## src/rtl/alu_exec_unit.sv

```systemverilog
// Execute-stage ALU for the RV32IM core: single-cycle arithmetic/logic/multiply,
// iterative radix-2 restoring divider for DIV/DIVU/REM/REMU, registered result.
module alu_exec_unit #(
  parameter int DATA_WIDTH = 32
) (
  input  logic                  clk,
  input  logic                  reset,
  input  logic                  in_valid,
  output logic                  in_ready,
  input  logic [4:0]            alu_ctrl,
  input  logic [DATA_WIDTH-1:0] op_a,
  input  logic [DATA_WIDTH-1:0] op_b,
  output logic                  out_valid,
  input  logic                  out_ready,
  output logic [DATA_WIDTH-1:0] result,
  output logic                  zero,
  output logic                  busy,
  output logic                  o_dbg_state
);
  localparam int W  = DATA_WIDTH;
  localparam int SW = $clog2(W);
  localparam logic [SW-1:0] LAST_STEP = SW'(W - 1);
  localparam logic [W-1:0]  MOST_NEG  = {1'b1, {(W-1){1'b0}}};

  localparam logic [4:0] OP_ADD = 5'b00000, OP_SUB = 5'b00001, OP_MUL = 5'b00010,
                         OP_MULH = 5'b00011, OP_MULHSU = 5'b00100, OP_MULHU = 5'b00101,
                         OP_DIV = 5'b00110, OP_DIVU = 5'b00111, OP_REM = 5'b01000,
                         OP_REMU = 5'b01001, OP_XOR = 5'b01010, OP_OR = 5'b01011,
                         OP_AND = 5'b01100, OP_SLL = 5'b01101, OP_SRL = 5'b01110,
                         OP_SRA = 5'b01111, OP_SLT = 5'b10000, OP_SLTU = 5'b10001,
                         OP_EQ = 5'b10010, OP_NE = 5'b10011;

  typedef enum logic {IDLE = 1'b0, DIV_RUN = 1'b1} state_t;

  state_t        r_state, w_state_next;
  logic          r_out_valid, r_zero;
  logic [W-1:0]  r_result;
  logic [SW-1:0] r_count;
  logic [W-1:0]  r_quo, r_rem, r_divisor;
  logic          r_neg_q, r_neg_r, r_is_rem;

  logic          w_accept, w_is_div, w_is_signed, w_div_special, w_start_div;
  logic [2*W-1:0] w_a_ext, w_b_ext, w_prod;
  logic [SW-1:0] w_shamt;
  logic [W-1:0]  w_single, w_abs_a, w_abs_b;
  logic [W:0]    w_shift, w_trial;
  logic          w_q_bit;
  logic [W-1:0]  w_quo_next, w_rem_next, w_div_final;

  // Handshake: a request transfers on an edge where in_valid && in_ready; a result
  // transfers on an edge where out_valid && out_ready. in_ready/busy depend only on
  // registered state, and outputs hold while out_valid && !out_ready.
  assign in_ready    = (r_state == IDLE) && (!r_out_valid || out_ready);
  assign busy        = (r_state == DIV_RUN);
  assign o_dbg_state = (r_state == DIV_RUN);
  assign out_valid   = r_out_valid;
  assign result      = r_result;
  assign zero        = r_zero;
  assign w_accept    = in_valid && in_ready;

  assign w_is_div      = (alu_ctrl == OP_DIV) || (alu_ctrl == OP_DIVU) ||
                         (alu_ctrl == OP_REM) || (alu_ctrl == OP_REMU);
  assign w_is_signed   = (alu_ctrl == OP_DIV) || (alu_ctrl == OP_REM);
  assign w_div_special = (op_b == '0) || (w_is_signed && (op_a == MOST_NEG) && (op_b == '1));
  assign w_start_div   = w_is_div && !w_div_special;

  // One shared multiplier; operand extension selects signed/unsigned interpretation.
  always_comb begin
    w_a_ext = {{W{1'b0}}, op_a};
    w_b_ext = {{W{1'b0}}, op_b};
    if (alu_ctrl == OP_MULH || alu_ctrl == OP_MULHSU) w_a_ext = {{W{op_a[W-1]}}, op_a};
    if (alu_ctrl == OP_MULH) w_b_ext = {{W{op_b[W-1]}}, op_b};
  end
  assign w_prod  = w_a_ext * w_b_ext;
  assign w_shamt = op_b[SW-1:0];

  always_comb begin
    w_single = '0;
    case (alu_ctrl)
      OP_ADD:    w_single = op_a + op_b;
      OP_SUB:    w_single = op_a - op_b;
      OP_MUL:    w_single = w_prod[W-1:0];
      OP_MULH, OP_MULHSU, OP_MULHU: w_single = w_prod[2*W-1:W];
      OP_DIV, OP_DIVU: w_single = (op_b == '0) ? '1 : op_a;
      OP_REM, OP_REMU: w_single = (op_b == '0) ? op_a : '0;
      OP_XOR:    w_single = op_a ^ op_b;
      OP_OR:     w_single = op_a | op_b;
      OP_AND:    w_single = op_a & op_b;
      OP_SLL:    w_single = op_a << w_shamt;
      OP_SRL:    w_single = op_a >> w_shamt;
      OP_SRA:    w_single = $signed(op_a) >>> w_shamt;
      OP_SLT:    w_single = {{(W-1){1'b0}}, $signed(op_a) < $signed(op_b)};
      OP_SLTU:   w_single = {{(W-1){1'b0}}, op_a < op_b};
      OP_EQ:     w_single = {{(W-1){1'b0}}, op_a == op_b};
      OP_NE:     w_single = {{(W-1){1'b0}}, op_a != op_b};
      default:   w_single = '0;
    endcase
  end

  assign w_abs_a = (w_is_signed && op_a[W-1]) ? -op_a : op_a;
  assign w_abs_b = (w_is_signed && op_b[W-1]) ? -op_b : op_b;

  // Restoring step: bit W of the trial difference is the borrow.
  assign w_shift     = {r_rem, r_quo[W-1]};
  assign w_trial     = w_shift - {1'b0, r_divisor};
  assign w_q_bit     = ~w_trial[W];
  assign w_rem_next  = w_q_bit ? w_trial[W-1:0] : w_shift[W-1:0];
  assign w_quo_next  = {r_quo[W-2:0], w_q_bit};
  assign w_div_final = r_is_rem ? (r_neg_r ? -w_rem_next : w_rem_next)
                                : (r_neg_q ? -w_quo_next : w_quo_next);

  always_comb begin
    w_state_next = r_state;
    case (r_state)
      IDLE:    if (w_accept && w_start_div) w_state_next = DIV_RUN;
      DIV_RUN: if (r_count == LAST_STEP) w_state_next = IDLE;
      default: w_state_next = IDLE;
    endcase
  end

  always_ff @(posedge clk or posedge reset) begin
    if (reset) r_state <= IDLE;
    else       r_state <= w_state_next;
  end

  always_ff @(posedge clk or posedge reset) begin
    if (reset) begin
      r_out_valid <= 1'b0;
      r_result    <= '0;
      r_zero      <= 1'b0;
      r_count     <= '0;
      r_quo       <= '0;
      r_rem       <= '0;
      r_divisor   <= '0;
      r_neg_q     <= 1'b0;
      r_neg_r     <= 1'b0;
      r_is_rem    <= 1'b0;
    end else if (r_state == IDLE) begin
      if (w_accept && !w_start_div) begin
        r_out_valid <= 1'b1;
        r_result    <= w_single;
        r_zero      <= (w_single == '0);
      end else if (w_accept) begin
        r_out_valid <= 1'b0;
        r_quo       <= w_abs_a;
        r_rem       <= '0;
        r_divisor   <= w_abs_b;
        r_neg_q     <= w_is_signed && (op_a[W-1] ^ op_b[W-1]);
        r_neg_r     <= w_is_signed && op_a[W-1];
        r_is_rem    <= (alu_ctrl == OP_REM) || (alu_ctrl == OP_REMU);
        r_count     <= '0;
      end else if (out_ready) begin
        r_out_valid <= 1'b0;
      end
    end else begin
      r_quo   <= w_quo_next;
      r_rem   <= w_rem_next;
      r_count <= r_count + SW'(1);
      if (r_count == LAST_STEP) begin
        r_out_valid <= 1'b1;
        r_result    <= w_div_final;
        r_zero      <= (w_div_final == '0);
      end
    end
  end
endmodule

```

## config.mk

```make
export PLATFORM = sky130hd
export DESIGN_NAME = alu_exec_unit
export DESIGN_NICKNAME = d
export VERILOG_FILES = /design/src/rtl/alu_exec_unit.sv
export SDC_FILE = /design/constraint.sdc
export NUM_CORES = 2
export LEC_CHECK = 0
export BUFFER_PORTS_ARGS = -buffer_cell sky130_fd_sc_hd__buf_2
export CAP_MARGIN = 20
export CORE_ASPECT_RATIO = 1.25
export CORE_MARGIN = 5
export CORE_UTILIZATION = 36
export DETAILED_ROUTE_END_ITERATION = 12
export HOLD_SLACK_MARGIN = 0.15
export SLEW_MARGIN = 15
export SYNTH_ARGS = -nofsm -noshare
export SYNTH_HDL_FRONTEND = slang
export SYNTH_SLANG_ARGS = --single-unit
```

## constraint.sdc

```tcl
create_clock -name clk -period 6.9 [get_ports clk]
set_clock_uncertainty 0.2 [all_clocks]
set_input_delay 0.69 -clock clk [delete_from_list [all_inputs] [get_ports clk]]
set_output_delay 0.69 -clock clk [all_outputs]
set_load 0.02 [all_outputs]
```

### Word level (Yosys, flattened, before mapping)

Cells that the tools add are included.

| storage, ports and cells | value |
|---|---|
| register bits | 139 |
| input bits | 73 |
| output and inout bits | 37 |
| word-level logic and storage cells | 127 |

| cells by class | value |
|---|---|
| $add $sub $neg | 8 |
| multipliers | 1 |
| order comparisons | 2 |
| eq/ne operators | 26 |
| shifts and indexed selects | 3 |
| mux-type cells | 34 |
| bitwise operators | 7 |
| reduce and logical (&&, ||, !) cells | 35 |

Operators by type and width:

| kind | number |
|---|---|
| 32-bit 2-to-1 mux | 17 |
| 32-bit case mux with 16 select lines | 1 |
| 64-bit 2-to-1 mux | 2 |
| 32-bit negator | 4 |
| 32-bit zero test | 3 |
| 32-bit == test, second input constant | 2 |
| 32-bit less-than comparator | 2 |
| 64-bit by 64-bit multiplier with 64-bit output | 1 |
| 5-bit by 4-bit == test with 1-bit output, second input constant | 8 |
| 33-bit by 32-bit subtractor with 33-bit output | 1 |
| 32-bit adder | 1 |
| 32-bit AND | 1 |
| 32-bit == test | 1 |
| 32-bit inequality test | 1 |
| 32-bit bitwise OR | 1 |
| 32-bit by 5-bit << shifter with 32-bit output | 1 |
| 32-bit by 5-bit >> shifter with 32-bit output | 1 |
| 32-bit by 5-bit >>> shifter with 32-bit output | 1 |
| 32-bit subtractor | 1 |
| 32-bit bitwise XOR | 1 |
| 5-bit == test, second input constant | 5 |
| 5-bit by 3-bit == test with 1-bit output, second input constant | 4 |
| 5-bit 2-to-1 mux | 3 |
| 5-bit by 2-bit == test with 1-bit output, second input constant | 2 |
| 18 further kinds | 51 |

### Depth between registers and ports, before layout

| logic depth | value |
|---|---|
| depth in word-level cells | 11 |
| gate-level depth with buffers | 44 |
| depth with buffers taken out | 39 |

### Worst setup path before layout

Ideal clock, no wire load.

| path | value |
|---|---|
| path kind | in2reg |
| from | in op_b[2] |
| to | reg r_zero (netlist: zero) |
| library setup time | 0.126 ns |
| data arrival time | 11.611 ns |
| data required time | 6.574 ns |
| path slack | -5.037 ns |
| cell stages on the path | 36 |
| path buffers | 8 |
| cell sequence | buf_2 buf_1 clkbuf_1 buf_1 clkbuf_1 buf_1 buf_1 nand3_1 fa_1 fa_1 inv_1 fa_1 fa_1 fa_1 fa_1 fa_1 fa_1 fa_1 inv_1 fa_1 inv_1 ha_1 clkbuf_1 a21oi_1 o21ai_0 a221o_1 a21oi_1 o221ai_1 o21bai_1 and2_1 o32ai_1 nand2_1 nand3_1 nor4_1 and3_1 a221o_1 |

| on the way | value |
|---|---|
| cells in the longest elaborated chain, start to end | 9 |
| elaborated cells between the ends (all ways) | 30 |
| those cells by class | add/sub (2); mul (1); order compare (2); eq/ne (3); shift (3); mux (6); bitwise (3); reduce/logical (10) |

RTL lines:

| item | line | text |
|---|---|---|
| start: declaration | 12 | `input logic [DATA_WIDTH-1:0] op_b,` |
| branches (longest 9 deep; another with 64-bit by 64-bit multiplier with 64-bit output) | -- |  |
| end signal: assignment | 142 | `r_zero <= (w_single == '0);` |
| end signal: assignment | 162 | `r_zero <= (w_div_final == '0);` |
| end: declaration | 36 | `logic r_out_valid, r_zero;` |

Parallel ways; which one is timed is not known. The select of a mux whose other input is x is not followed.
A chain may end at the register's enable or synchronous reset.

### Worst setup path in the final report

| path | value |
|---|---|
| from | in alu_ctrl[0] |
| to | reg r_zero (netlist: zero) |

| on the way | value |
|---|---|
| cells in the longest elaborated chain, start to end | 11 |
| elaborated cells between the ends (all ways) | 44 |
| those cells by class | mul (1); eq/ne (19); mux (5); reduce/logical (19) |

RTL lines:

| item | line | text |
|---|---|---|
| start: declaration | 10 | `input logic [4:0] alu_ctrl,` |
| branches (longest 11 deep; another with 64-bit by 64-bit multiplier with 64-bit output) | -- |  |

Parallel ways; which one is timed is not known. The select of a mux whose other input is x is not followed.

==> impl_results.md <==
* Status: complete, but fails checks
* Failing checks: negative setup slack
* Initial Utilization at 0.3619
* Fillers at 18,860
* Cts bufs inserted at 17
* Most common cell after layout, fill and taps aside: inv_1
* GR Overflow Total at 0
* DR pass1 iterations at 9
* Crit path DAT at around 11,000 ps
* Yosys warns at 0
* Routed len/inst at 32.23 µm
* Max-slew violation count at 0
* Seq cells post-synth at 139
* Row count at around 180
* Synth Cell Area at 68,980 µm²
* Post-route DRC violation count at 0
* Post-synthesis mux area share at 0.04126
* Worst path max stage delay at slightly above 600 ps
* Die H at 499.4 µm
* Clk buf depth at 2
* Post-synthesis adder-cell area fraction at 0.4932
* EDFF count, synth at 0
* RSZ-0062 raised after global routing: yes
* Layout cells sized above 1 at 0.2307
* CP max stage cell: fa_2
* Post-Synth XOR/XNOR Area at 0.03080
* Final worst slack at -4158 ps
* Synth area leaders: fa_1 41%, inv_1 9.1%, ha_1 8.1%, nand2_1 5.7%, dfrtp_1 5.0%
* Clock slew at reported path FFs at 70 ps
* Cell area after layout at approximately 86,000 µm²
* Final WL at between 300,000 and 400,000 µm
* Sequential fraction of the synthesis area at 0.05042
* Clock Latency Late Sink at 450 ps
* Placer Congestion at 1.170
* Total Die Area at 200,500 µm²
* Maxcap violations at 0
* Initial DRC count at 6,874
* Final setup vio count at 33
* Core footprint at 190,600 µm²
* Top cell by count, worst path: fa_1
* Initial antenna violation count at 25
* Total GRT Usage at 0.3734
* Pin count of the biggest net entering global routing at 78
* Ports at 110
* CP Launch Type: input port
* Final Critical Period at approximately 11,000 ps
* Die X at between 400 and 500 µm
* Most frequent cells in the layout: 1,622 x inv_1, 1,361 x fa_1, 1,236 x buf_4, 1,028 x nand2_1, 643 x nor2_1
* Main flop type after synthesis: dfrtp_1
* Post-synthesis cell type count at 106
* Gate Count Post-Synth at 8,169
* Hold/Removal Path Class: input port to register
* Post-layout util at 0.4531
* Hpwl dp at approximately 320,000 µm
* CTS tree: yes
* Largest fanout on the critical path at 4
* Crit end category: register
* H-tree Lvls at 4
* Mapped Avg Cell Area at 8.445 µm²
* WP data required at between 7000 and 8000 ps
* Top cell type's share of synthesized area at 0.4127
* Setup CP Type: input port to register
* Number of global-route vias before repair at between 70,000 and 80,000
* Root Buffer: clkbuf_16
* Port-buffer cells at 109
* Largest family of logic cells by synthesized area: adder cells
* Via count at between 60,000 and 70,000
* F_max at 0.09043 GHz
* Synth-to-Final Area Change at 25.18%
* Slew HR at 0.1075
* Yosys top cell by area: fa_1
* DR vias/cell at 5.682
* Clock sink count at roughly 140
* Post-synthesis simple-gate area fraction at 0.1429
* Count of final hold-check violations at 0
* Worst-margin pin slew at roughly 1300 ps
* Detail Route Antenna Nets at 0
* Post-synthesis async set-or-reset flop share at 1.000
* Compound-Gate Fraction of Synth Area at 0.1213
* Placed instance area at about 83,000 µm²
* First-pass GRT wire length at between 500,000 and 600,000 µm
* Setup TNS Final at -108,440 ps
* Synthesized Nets at 10,110
* Tcrit/Tclk final at 1.603
* Final nets at 11,170
-- critical path: cells and delay by family --
family                     cells  cell delay, ps
AOI/OAI and AO/OA              9            2260
adders and majority gates     11            5380
buffers and inverters         12            1200
and+or+nand+nor                8            1680
-- cell families after synthesis --
| family | count (synthesis) |
|---|---|
| compound gates | 1280 |
| xor+xnor | 241 |
| fa+ha+maj | 1866 |
| buf+inv | 2197 |
| flops | 139 |
| mux | 187 |
| simple gates | 2259 |
-- what timing repair did --
item / in CTS / in global routing
endpoints found under the setup margin: 33 / 33
buffers inserted: 51 / 17
pin swaps: 125 / 96
hold buffers: 1 / 0
gates cloned: 0 / 3
hold endpoints to repair: 7 / 0
resized for setup: 308 / 159
-- worst paths after layout --
path                            depth (start not counted)                  start  slack (ps)                        end
worst min-delay path                                    2              out_ready         260      out_valid$_DFFE_PP0P_
max in group asynchronous                               5                  reset        4630  r_divisor[23]$_DFFE_PP0P_
worst max-delay path                                   40            alu_ctrl[0]       -4160           zero$_DFFE_PP0P_
worst min register to register                          2  result[3]$_DFFE_PP0P_         280      result[3]$_DFFE_PP0P_
min in group asynchronous                               3                  reset         670       r_rem[2]$_DFFE_PP0P_
worst max register to register                         26  r_quo[31]$_DFFE_PP0P_           0           zero$_DFFE_PP0P_
-- through the flow --
stage / worst slack [ps] / hold WS [ps] / instances
2_1_floorplan: -3136 / 249.8 / 8169
3_3_place_gp: -6143 / 263.8 / 11670
3_5_place_dp: -5992 / 271.5 / 11670
4_1_cts: -4061 / 251.7 / 11750
5_1_grt: -4252 / 263.3 / 11770
6_report: -4158 / 257.3 / 11790
-- sequential cells by signal, indices dropped and copies added, names as in the netlist --
name,flops
r_divisor,32
r_quo,32
r_rem,32
result,32
r_count,5
busy,1
out_valid,1
r_is_rem,1
r_neg_q,1
r_neg_r,1
zero,1
-- final cells by class --
class                   count  area (µm²)  area share
multi-input cells        5833       59440      0.6883
repair buffers           1537       13280      0.1537
inverters                1699        6402     0.07414
flip-flops and latches    139        3482     0.04032
well taps                2534        3171     0.03672
clock buffers              18       429.2    0.004970
clock inverters            14       125.1    0.001449
diodes                     11       27.53   0.0003188
-- synth_stat cells, types with 26 or more instances --
cell type  count
mux2i_1       83
nand2_1     1052
nand2b_1      34
xnor2_1      179
nor4_1        46
and3_1        28
clkbuf_1     362
nand3_1      109
a211oi_1      43
o21ai_0      350
mux2_2        29
o21a_1        32
dfrtp_1      139
nand4_1       56
mux4_2        75
or3_1         33
xor2_1        61
a221oi_1      38
a22oi_1       31
o211ai_1      41
buf_1        110
a31oi_1       35
fa_1        1422
nor3_1        87
o21bai_1      31
and2_1        26
inv_1       1669
a21o_1        55
o31ai_1       36
a21oi_1      318
ha_1         444
nor2_1       655
-- layer usage --
metal / vias up / routed length (µm) / GRT usage
met5: - / 184 / 0.001897
met4: 18 / 40800 / 0.3036
met3: 1185 / 32270 / 0.08343
met2: 3668 / 171900 / 0.6018
met1: 34230 / 134700 / 0.4262
li1: 27860 / - / -
Power is not shown: default switching activity piles up to over one toggle a cycle in this logic, so the estimate is an artifact.
